File: config.mk
export PLATFORM = sky130hd
export DESIGN_NAME = tcm_controller
export DESIGN_NICKNAME = d
export VERILOG_FILES = /design/src/rtl/tcm_pkg.sv /design/src/rtl/tcm_decode.sv /design/src/rtl/tcm_controller.sv
export SDC_FILE = /design/constraint.sdc
export NUM_CORES = 1
export LEC_CHECK = 0
export ABC_AREA = 1
export BUFFER_PORTS_ARGS = -buffer_cell sky130_fd_sc_hd__buf_2
export CAP_MARGIN = 20
export CORE_UTILIZATION = 47
export DETAILED_ROUTE_END_ITERATION = 8
export GPL_TIMING_DRIVEN = 0
export HOLD_SLACK_MARGIN = 0.02
export PLACE_DENSITY = 0.8
export RECOVER_POWER = 25
export SLEW_MARGIN = 20
export SYNTH_ARGS = -nofsm -noshare
export SYNTH_HDL_FRONTEND = slang
export SYNTH_HIERARCHICAL = 1
export SYNTH_SLANG_ARGS = --single-unit
File: constraint.sdc
create_clock -name clk -period 2.3 [get_ports clk]
set_clock_uncertainty 0.2 [all_clocks]
set_input_delay 0.69 -clock clk [delete_from_list [all_inputs] [get_ports clk]]
set_output_delay 0.69 -clock clk [all_outputs]
set_load 0.01 [all_outputs]
File: src/rtl/tcm_pkg.sv
// tcm_pkg: shared opcodes, ALU codes and FSM states for the two-counter machine sequencer.
package tcm_pkg;
  localparam int INSTR_W = 12;
  localparam logic [2:0] ALU_ZERO  = 3'b000;
  localparam logic [2:0] ALU_INC   = 3'b001;
  localparam logic [2:0] ALU_DEC   = 3'b010;
  localparam logic [2:0] ALU_PASSA = 3'b011;
  localparam logic [2:0] ALU_PASSB = 3'b100;
  localparam logic [2:0] ALU_SUB   = 3'b101;
  localparam logic [2:0] OP_NOP  = 3'b000;
  localparam logic [2:0] OP_INC  = 3'b001;
  localparam logic [2:0] OP_DEC  = 3'b010;
  localparam logic [2:0] OP_JZ   = 3'b011;
  localparam logic [2:0] OP_JMP  = 3'b100;
  localparam logic [2:0] OP_CLR  = 3'b101;
  localparam logic [2:0] OP_HALT = 3'b110;
  localparam logic [2:0] OP_ILL  = 3'b111;
  typedef enum logic [1:0] {IDLE, FETCH, EXEC, HALTED} state_e;
endpackage

File: src/rtl/tcm_decode.sv
// tcm_decode: combinational instruction decode into ALU opcode and writeback/branch controls.
module tcm_decode
  import tcm_pkg::*;
(
  input  logic [2:0] op,
  input  logic       sel,
  input  logic       c0_zero,
  input  logic       c1_zero,
  output logic [2:0] alu_op,
  output logic       wr_en,
  output logic       wr_sel,
  output logic       jump,
  output logic       halt,
  output logic       illegal
);
  logic x_zero;
  logic dec_ok;
  always_comb begin
    x_zero  = sel ? c1_zero : c0_zero;
    // DEC of a zero counter degrades to a pass so the counter never wraps below 0
    dec_ok  = (op == OP_DEC) && !x_zero;
    alu_op  = (op == OP_INC) ? ALU_INC : dec_ok ? ALU_DEC : (op == OP_CLR) ? ALU_ZERO : ALU_PASSA;
    wr_en   = (op == OP_INC) || dec_ok || (op == OP_CLR);
    wr_sel  = sel;
    jump    = (op == OP_JMP) || ((op == OP_JZ) && x_zero);
    halt    = op == OP_HALT;
    illegal = op == OP_ILL;
  end
endmodule

File: src/rtl/tcm_controller.sv
// tcm_controller: fetch/execute sequencer for the two-counter machine.
// Optional step-limit timeout and step_count port enabled by TCM_STEP_LIMIT_EN.
module tcm_controller
  import tcm_pkg::*;
#(
  parameter int PC_W = 8
`ifdef TCM_STEP_LIMIT_EN
  , parameter int STEP_LIMIT = 255
`endif
) (
  input  logic               clk,
  input  logic               rst,
  input  logic               start,
  input  logic [7:0]         init_c0,
  input  logic [7:0]         init_c1,
  output logic               imem_en,
  output logic [PC_W-1:0]    imem_addr,
  input  logic [INSTR_W-1:0] imem_data,
  output logic [2:0]         alu_op,
  output logic [7:0]         alu_a,
  output logic [7:0]         alu_b,
  input  logic [7:0]         alu_result,
  output logic [7:0]         c0_out,
  output logic [7:0]         c1_out,
  output logic               busy,
  output logic               done,
  output logic               err,
`ifdef TCM_STEP_LIMIT_EN
  output logic [7:0]         step_count,
`endif
  output logic               ovf
);
  state_e state_q, state_d;
  logic [PC_W-1:0] pc_q, pc_d;
  logic [7:0] c0_q, c0_d, c1_q, c1_d;
  logic err_q, err_d, ovf_q, ovf_d;
  logic [2:0] dec_op;
  logic wr_en, wr_sel, jump, halt, illegal;
`ifdef TCM_STEP_LIMIT_EN
  logic [7:0] step_q, step_d;
  assign step_count = step_q;
`endif
  tcm_decode u_decode (
    .op(imem_data[11:9]), .sel(imem_data[8]),
    .c0_zero(c0_q == 8'd0), .c1_zero(c1_q == 8'd0),
    .alu_op(dec_op), .wr_en(wr_en), .wr_sel(wr_sel),
    .jump(jump), .halt(halt), .illegal(illegal)
  );
  always_comb begin
    state_d = state_q;
    pc_d    = pc_q;
    c0_d    = c0_q;
    c1_d    = c1_q;
    err_d   = err_q;
    ovf_d   = ovf_q;
`ifdef TCM_STEP_LIMIT_EN
    step_d  = step_q;
`endif
    unique case (state_q)
      IDLE, HALTED: if (start) begin
        state_d = FETCH;
        pc_d    = '0;
        c0_d    = init_c0;
        c1_d    = init_c1;
        err_d   = 1'b0;
        ovf_d   = 1'b0;
`ifdef TCM_STEP_LIMIT_EN
        step_d  = 8'd0;
`endif
      end
      FETCH: state_d = EXEC;
      EXEC: begin
        state_d = (halt || illegal) ? HALTED : FETCH;
        pc_d    = jump ? PC_W'(imem_data[7:0]) : (halt || illegal) ? pc_q : pc_q + PC_W'(1);
        c0_d    = (wr_en && !wr_sel) ? alu_result : c0_q;
        c1_d    = (wr_en && wr_sel) ? alu_result : c1_q;
        err_d   = err_q || illegal;
        ovf_d   = ovf_q || ((imem_data[11:9] == OP_INC) && (alu_result == 8'd0));
`ifdef TCM_STEP_LIMIT_EN
        step_d  = step_q + 8'd1;
        // the instruction still commits; the limit only overrides where the FSM goes next
        if (step_d == 8'(STEP_LIMIT)) begin
          state_d = HALTED;
          err_d   = 1'b1;
        end
`endif
      end
      default: state_d = IDLE;
    endcase
  end
  always_ff @(posedge clk) begin
    if (rst) begin
      state_q <= IDLE;
      pc_q    <= '0;
      c0_q    <= 8'd0;
      c1_q    <= 8'd0;
      err_q   <= 1'b0;
      ovf_q   <= 1'b0;
`ifdef TCM_STEP_LIMIT_EN
      step_q  <= 8'd0;
`endif
    end else begin
      state_q <= state_d;
      pc_q    <= pc_d;
      c0_q    <= c0_d;
      c1_q    <= c1_d;
      err_q   <= err_d;
      ovf_q   <= ovf_d;
`ifdef TCM_STEP_LIMIT_EN
      step_q  <= step_d;
`endif
    end
  end
  // IDLE presents the all-zero reset opcode; FETCH and HALTED idle the ALU on pass-A
  assign alu_op    = (state_q == EXEC) ? dec_op : (state_q == IDLE) ? ALU_ZERO : ALU_PASSA;
  assign alu_a     = imem_data[8] ? c1_q : c0_q;
  assign alu_b     = imem_data[8] ? c0_q : c1_q;
  assign imem_en   = state_q == FETCH;
  assign imem_addr = pc_q;
  assign busy      = (state_q == FETCH) || (state_q == EXEC);
  assign done      = state_q == HALTED;
  assign c0_out    = c0_q;
  assign c1_out    = c1_q;
  assign err       = err_q;
  assign ovf       = ovf_q;
endmodule

## Word level (Yosys, flattened, before mapping)

Index checks and enable logic that the tools add are counted.

| word-level totals | value |
|---|---|
| bits in registers | 28 |
| output and inout port bits | 48 |
| word-level logic and storage cells | 69 |
| input bits | 39 |

| operators by class | value |
|---|---|
| equal/unequal tests | 14 |
| add/subtract/negate cells | 1 |
| muxes and demuxes | 24 |
| reductions and logical operators | 24 |

Operators with widths:

| operator | count |
|---|---|
| 8-bit 2-to-1 mux | 9 |
| 8-bit one-hot mux with 2 select lines | 3 |
| 8-bit zero test | 3 |
| 3-bit equality test (second input constant) | 4 |
| 3-bit 2-to-1 mux | 3 |
| 3-bit AND reduction | 3 |
| 8-bit by 1-bit adder with 8-bit output (second input constant) | 1 |
| 2-bit 2-to-1 mux | 4 |
| 1-bit logical OR | 7 |
| 3-bit by 2-bit equality test with 1-bit output (second input constant) | 2 |
| 2-bit inequality test (second input constant) | 3 |
| 2-bit one-hot mux with 3 select lines | 1 |
| 1-bit logical AND | 5 |
| 2-bit equality test (second input constant) | 2 |
| 1-bit one-hot mux with 2 select lines | 2 |
| 3-bit by 1-bit equality test with 1-bit output (second input constant) | 1 |
| 3-bit inequality test (second input constant) | 1 |
| 2-bit by 1-bit equality test with 1-bit output (second input constant) | 1 |
| 1-bit zero test | 2 |
| 2-bit zero test | 1 |
| 1-bit 2-to-1 mux | 2 |
| 2-bit AND reduction | 1 |
| 2-bit nonzero test | 1 |
| 2-bit OR reduction | 1 |

## Logic depth before layout (Yosys ltp)

| depth | value |
|---|---|
| depth after elaboration | 9 |
| gate-level depth with buffers | 13 |
| gate-level depth less buffers | 13 |

## Hierarchy

The synthesis kept the hierarchy.

By module, submodules not included:

| module | area each (µm²) | cells each | times used | seq. area each (µm²) |
|---|---|---|---|---|
| tcm_controller | 1,771.7 | 290 | 1 | 560.5 |
| tcm_decode | 100.1 | 24 | 1 | 0.0 |

## Worst setup path before layout

OpenSTA, ideal clock, no wires.

| path | value |
|---|---|
| kind | reg2out |
| start point | reg state_q[0] |
| end point | out alu_op[0] |
| cell stages (with the launch flop) | 6 |
| path slack | 0.160 ns |
| arrival time | 1.250 ns |
| buffers on the path | 1 |
| data required time | 1.410 ns |
| cells stage by stage | dfxtp_1 > inv_1 > ha_1 > buf_2 > or2_2 > nand2_1 |

| on the way | value |
|---|---|
| cells in the longest elaborated chain, start to end | 3 |
| elaborated cells between the ends (all ways) | 4 |
| classes of those cells | eq/ne: 1; mux: 2; reduce/logical: 1 |

RTL lines:

| what | line | text |
|---|---|---|
| start, declared | tcm_controller.sv:33 | `state_e state_q, state_d;` |
| start signal, assigned | tcm_controller.sv:103 | `state_q <= state_d;` |
| 2-bit zero test | tcm_controller.sv:115 | `assign alu_op = (state_q == EXEC) ? dec_op : (state_q == IDLE) ? ALU_ZERO : ALU_PASSA;` |
| 2-bit 2-to-1 mux | tcm_controller.sv:115 |  |
| 3-bit 2-to-1 mux * | tcm_controller.sv:115 |  |
| end, declared | tcm_controller.sv:19 | `output logic [2:0] alu_op,` |

Every way passes the cells marked *; elsewhere a longest branch is shown, timed or not.

## Final worst setup path

| path | value |
|---|---|
| start point | reg c0_q[1], in the netlist c0_out[1] |
| end point | out alu_op[0] |

| on the way | value |
|---|---|
| cells in the longest elaborated chain, start to end | 7 |

RTL lines:

| what | line | text |
|---|---|---|
| start, declared | tcm_controller.sv:35 | `logic [7:0] c0_q, c0_d, c1_q, c1_d;` |
| start signal, assigned | tcm_controller.sv:95 | `c0_q <= 8'd0;` |
| start signal, assigned | tcm_controller.sv:105 | `c0_q <= c0_d;` |
| 8-bit zero test | tcm_controller.sv:45 | `.c0_zero(c0_q == 8'd0), .c1_zero(c1_q == 8'd0),` |
| 1-bit 2-to-1 mux | tcm_decode.sv:19 | `x_zero = sel ? c1_zero : c0_zero;` |
| 1-bit zero test | tcm_decode.sv:21 | `dec_ok = (op == OP_DEC) && !x_zero;` |
| 1-bit logical AND | tcm_decode.sv:21 |  |
| 3-bit 2-to-1 mux (2 in a row) | tcm_decode.sv:22 | `alu_op = (op == OP_INC) ? ALU_INC : dec_ok ? ALU_DEC : (op == OP_CLR) ? ALU_ZERO : ALU_PASSA;` |
| net dec_op[0] | tcm_controller.sv:37 | `logic [2:0] dec_op;` |
| 3-bit 2-to-1 mux | tcm_controller.sv:115 |  |

The timed path passes the listed nets, and every way through them passes these cells.

==> results summary <==
The flow ran to the end, but the final reports show violations. The final reports fail on negative setup slack. The synthesized flop and latch total is 28. The complex-gate fraction of the synthesized area is 0.195. The critical path starts at c0_out[1]. The count of nets left with antenna violations after detail routing came out at 0. The global-route wire length before repair is 8.63 mm. The count of vias placed by the detailed router came out at 2320. For the worst setup path, the data arrival time is 1.50 ns. At the end of routability-driven placement, the weighted congestion stood at 0.870. The post-synthesis mux area share is 0. The clock sink total came out at 28. The deepest level of the CTS H-tree came out at 1. The largest fanout of any net on the critical path is 3. The share of power burned in combinational logic is 0.402. In the synthesized netlist the dominant register cell turns out to be dfxtp_1.

Of all cell types, the one taking the most synthesized area is dfxtp_1. The number of synthesized flops with an enable pin came out at 0. The post-layout net count came out at 456. Of the total power, registers draw 0.391.

Of the post-synthesis cell area, the dominant cell type holds 0.299. The number of nets handed over by synthesis was 358. The number of hold-repair buffers added at the cts stage came out at 0. The most frequent cell after synthesis is nand2_1.

The power density over cell area is roughly 600 nW/um^2. The number of violations of the max-capacitance limit came out at 0. The count of input and output buffers is 84.

The initial cell density of the core came out at 0.500. Setup violations remaining at the end of the flow were counted as 2. The class of the worst hold path is flop to flop. The synthesized instance count came out at 314.

The source-to-sink clock delay at the later pin of the worst-skew pair is roughly 0.28 ns. The die outline height is 65.1 um. STA puts the critical path data required time at roughly 1.4 ns. between 80 and 90 I/O pins were placed. Of the total synthesized cell area, the portion taken by XOR and XNOR cells is 0.0140. The pin count of the biggest net entering global routing is 16. The final routed wire length divided by cell count came out at between 10 and 15 um. The global-route total usage across every layer came out at 0.260. Row generation in the floorplan step produced 22 rows. The distinct cell type count after synthesis came out at 28.

The internal portion of total power came out at 0.000946 W. The fraction of power consumed by the clock network is 0.207. Measured along the x axis, the die boundary spans 65.1 um. The area of the placeable core is between 3000 and 4000 sq um. The count of inserted antenna diode cells is 0. The initial antenna violation count came out at 0. The fraction of layout instances using a drive strength above 1 came out at 0.316. The area of the mapped netlist is 1870 sq um. The worst-case vdd ir drop is between 300 and 400 uV. The completed layout was analyzed and its total power is 0.00150 W. Dividing the synthesized area by the synthesized cell count gives 5.96 sq um. From synthesis to final layout, the design area changed by 34.6%. Setup repair after global routing could not meet its margin everywhere. Yosys attributes the largest share of cell area to dfxtp_1 30%, nand2_1 21%, o21ai_0 9.4%.

The total routed wirelength is 5.32 mm. STA classifies the critical path startpoint as a flop. After filler insertion, the fill cell instance count of the layout stands at about 380. The max-slew violation count came out at 0. TritonCTS built the clock tree. The signal on the critical path passes through inv_2, nand2_2, nor4_2, nand2_1, nand2_2, nor2_1, nor2_1, nand2_1, nand2_1, buf_2. The number of DRC violations after detailed-routing iteration 0 came out at around 140. The total congestion overflow after global routing came out at 0.

For this run, the register share of the synthesized area comes to 0.299. The utilization after layout came out at 0.673. Yosys printed 6 warnings. By instance count, the cell type seen most on the critical path is nand2_1. The worst hold path begins at err. The total CTS buffers is 3. After clock tree synthesis, the clock-pin slew on the worst setup and hold paths is 0.10 ns.

The async set-reset flop share out of synthesis is 0. The number of global-route vias before repair was 1969. The analysis attributes to net switching a power of ~0.00056 W. The number of hold violations in the final report was 0. For this run, design rule violations remaining after detail routing come to 0.

The reported leakage power is ~1.3 nW. The HPWL after detailed placement is 3.96 mm. The slowest stage cell on the critical path is dfxtp_2. The detailed-router iteration count before antenna repair is 5. The startpoint of the worst-slack reg-to-reg timing path is state_q[1]. The delay of the slowest critical-path stage is 0.35 ns. The die area is between 4000 and 5000 sq um. The clock period minus final worst setup slack is 2.39 ns. The share of the clock period used by the worst path after layout came out at 1.04. The switching share of power is 0.371. Of the total synthesized cell area, the portion taken by full adders, half adders and majority gates is 0.0334. Timing would allow up to 0.418 GHz. STA classifies the critical path endpoint as an output port. The deepest clock path buffer count came out at 2.

After synthesis, the largest family of logic cells by area is simple AND/OR/NAND/NOR gates. The detail-routed via count per cell came out at between 5 and 6. The critical path class is flop to output port.

Across all setup checks in the final design, the least slack found is -0.0908 ns. The tree is rooted in a clkbuf_8. The simple logic cell fraction of the synthesized area is 0.344. The commonest cells after synthesis are 106 x nand2_1, 35 x o21ai_0, 34 x nor2_1.
==> flip-flops by register name (all words and copies together), names as in the netlist <==
signal,flops
c0_out,8
c1_out,8
imem_addr,8
state_q,2
err,1
ovf,1
==> worst paths after layout <==
kind	endpoint	slack (ns)	depth (start not counted)
max	alu_op[0]	-0.09	10
min	err	0.28	2
max reg2reg	c1_out[6]	0.15	9
min reg2reg	err	0.28	2
==> critical path: cells and delay by family, from the launching register on <==
family	cells	cell delay, ns
and+or+nand+nor	8	0.67
DFF	1	0.35
buffers and inverters	2	0.19
==> cells by family after synthesis <==
family                   Yosys count
other                              1
adder cells (fa/ha/maj)            5
XOR/XNOR                           3
AND/OR/NAND/NOR                  160
AO/OA/AOI/OAI                     69
buffers and inverters             48
flip-flops                        28
==> cell usage in the layout (no fill, tap or decap), types with 9 or more instances in the layout <==
master,count
a21oi_1,28
dfxtp_1,21
nor2_1,34
buf_2,78
clkbuf_1,9
o21ai_0,34
inv_2,10
buf_4,12
inv_1,25
nand2_1,104
==> metal layers <==
metal | track usage | share of wire | vias to the layer above
li1 | - | - | 1193
met1 | 0.325 | 0.45 | 1030
met2 | 0.466 | 0.48 | 92
met3 | 0.0226 | 0.065 | 5
met4 | 0.0870 | 0.011 | 0
met5 | 0 | 0 | -
==> layout make-up <==
| cell class | instances | area [sq um] | share of cell area |
|---|---|---|---|
| clock buffer | 4 | 55.1 | 0.0219 |
| sequential | 28 | 569 | 0.226 |
| inverter | 35 | 131 | 0.0522 |
| buffer | 13 | 95.1 | 0.0378 |
| tap | 48 | 60.1 | 0.0238 |
| timing repair buffer | 93 | 477 | 0.189 |
| multi-input combinational | 238 | 1130 | 0.449 |
==> through the flow <==
step / setup slack (ns) / instances / TNS (ns) / cell area [sq um] / hold WS (ns)
2_1_floorplan: 0.160 / 314 / 0 / 1870 / 0.305
3_3_place_gp: -0.120 / 446 / -1.92 / 2350 / 0.257
3_5_place_dp: -0.128 / 446 / -2.05 / 2350 / 0.269
4_1_cts: -0.131 / 455 / -0.171 / 2480 / 0.273
5_1_grt: -0.236 / 459 / -0.934 / 2520 / 0.301
6_report: -0.0908 / 459 / -0.0938 / 2520 / 0.283
==> power groups by stage <==
stage	Sequential, W	Clock, W	Combinational (W)
final	0.000587	0.000311	0.000604
after global routing	0.000592	0.000339	0.000669
after CTS	0.000580	0.000313	0.000580
after floorplan	0.000605	0	0.000313
after detailed placement	0.000586	0	0.000542
after global placement	0.000585	0	0.000534
==> what timing repair did <==
action | 4_1_cts | 5_1_grt
endpoints found under the hold margin | 0 | 0
setup buffers | 5 | 4
pin swaps | 7 | 7
setup endpoints to repair | 18 | 31
gates resized for setup | 19 | 17
gates cloned | 0 | 0
Power figures use the tool's default switching activity.
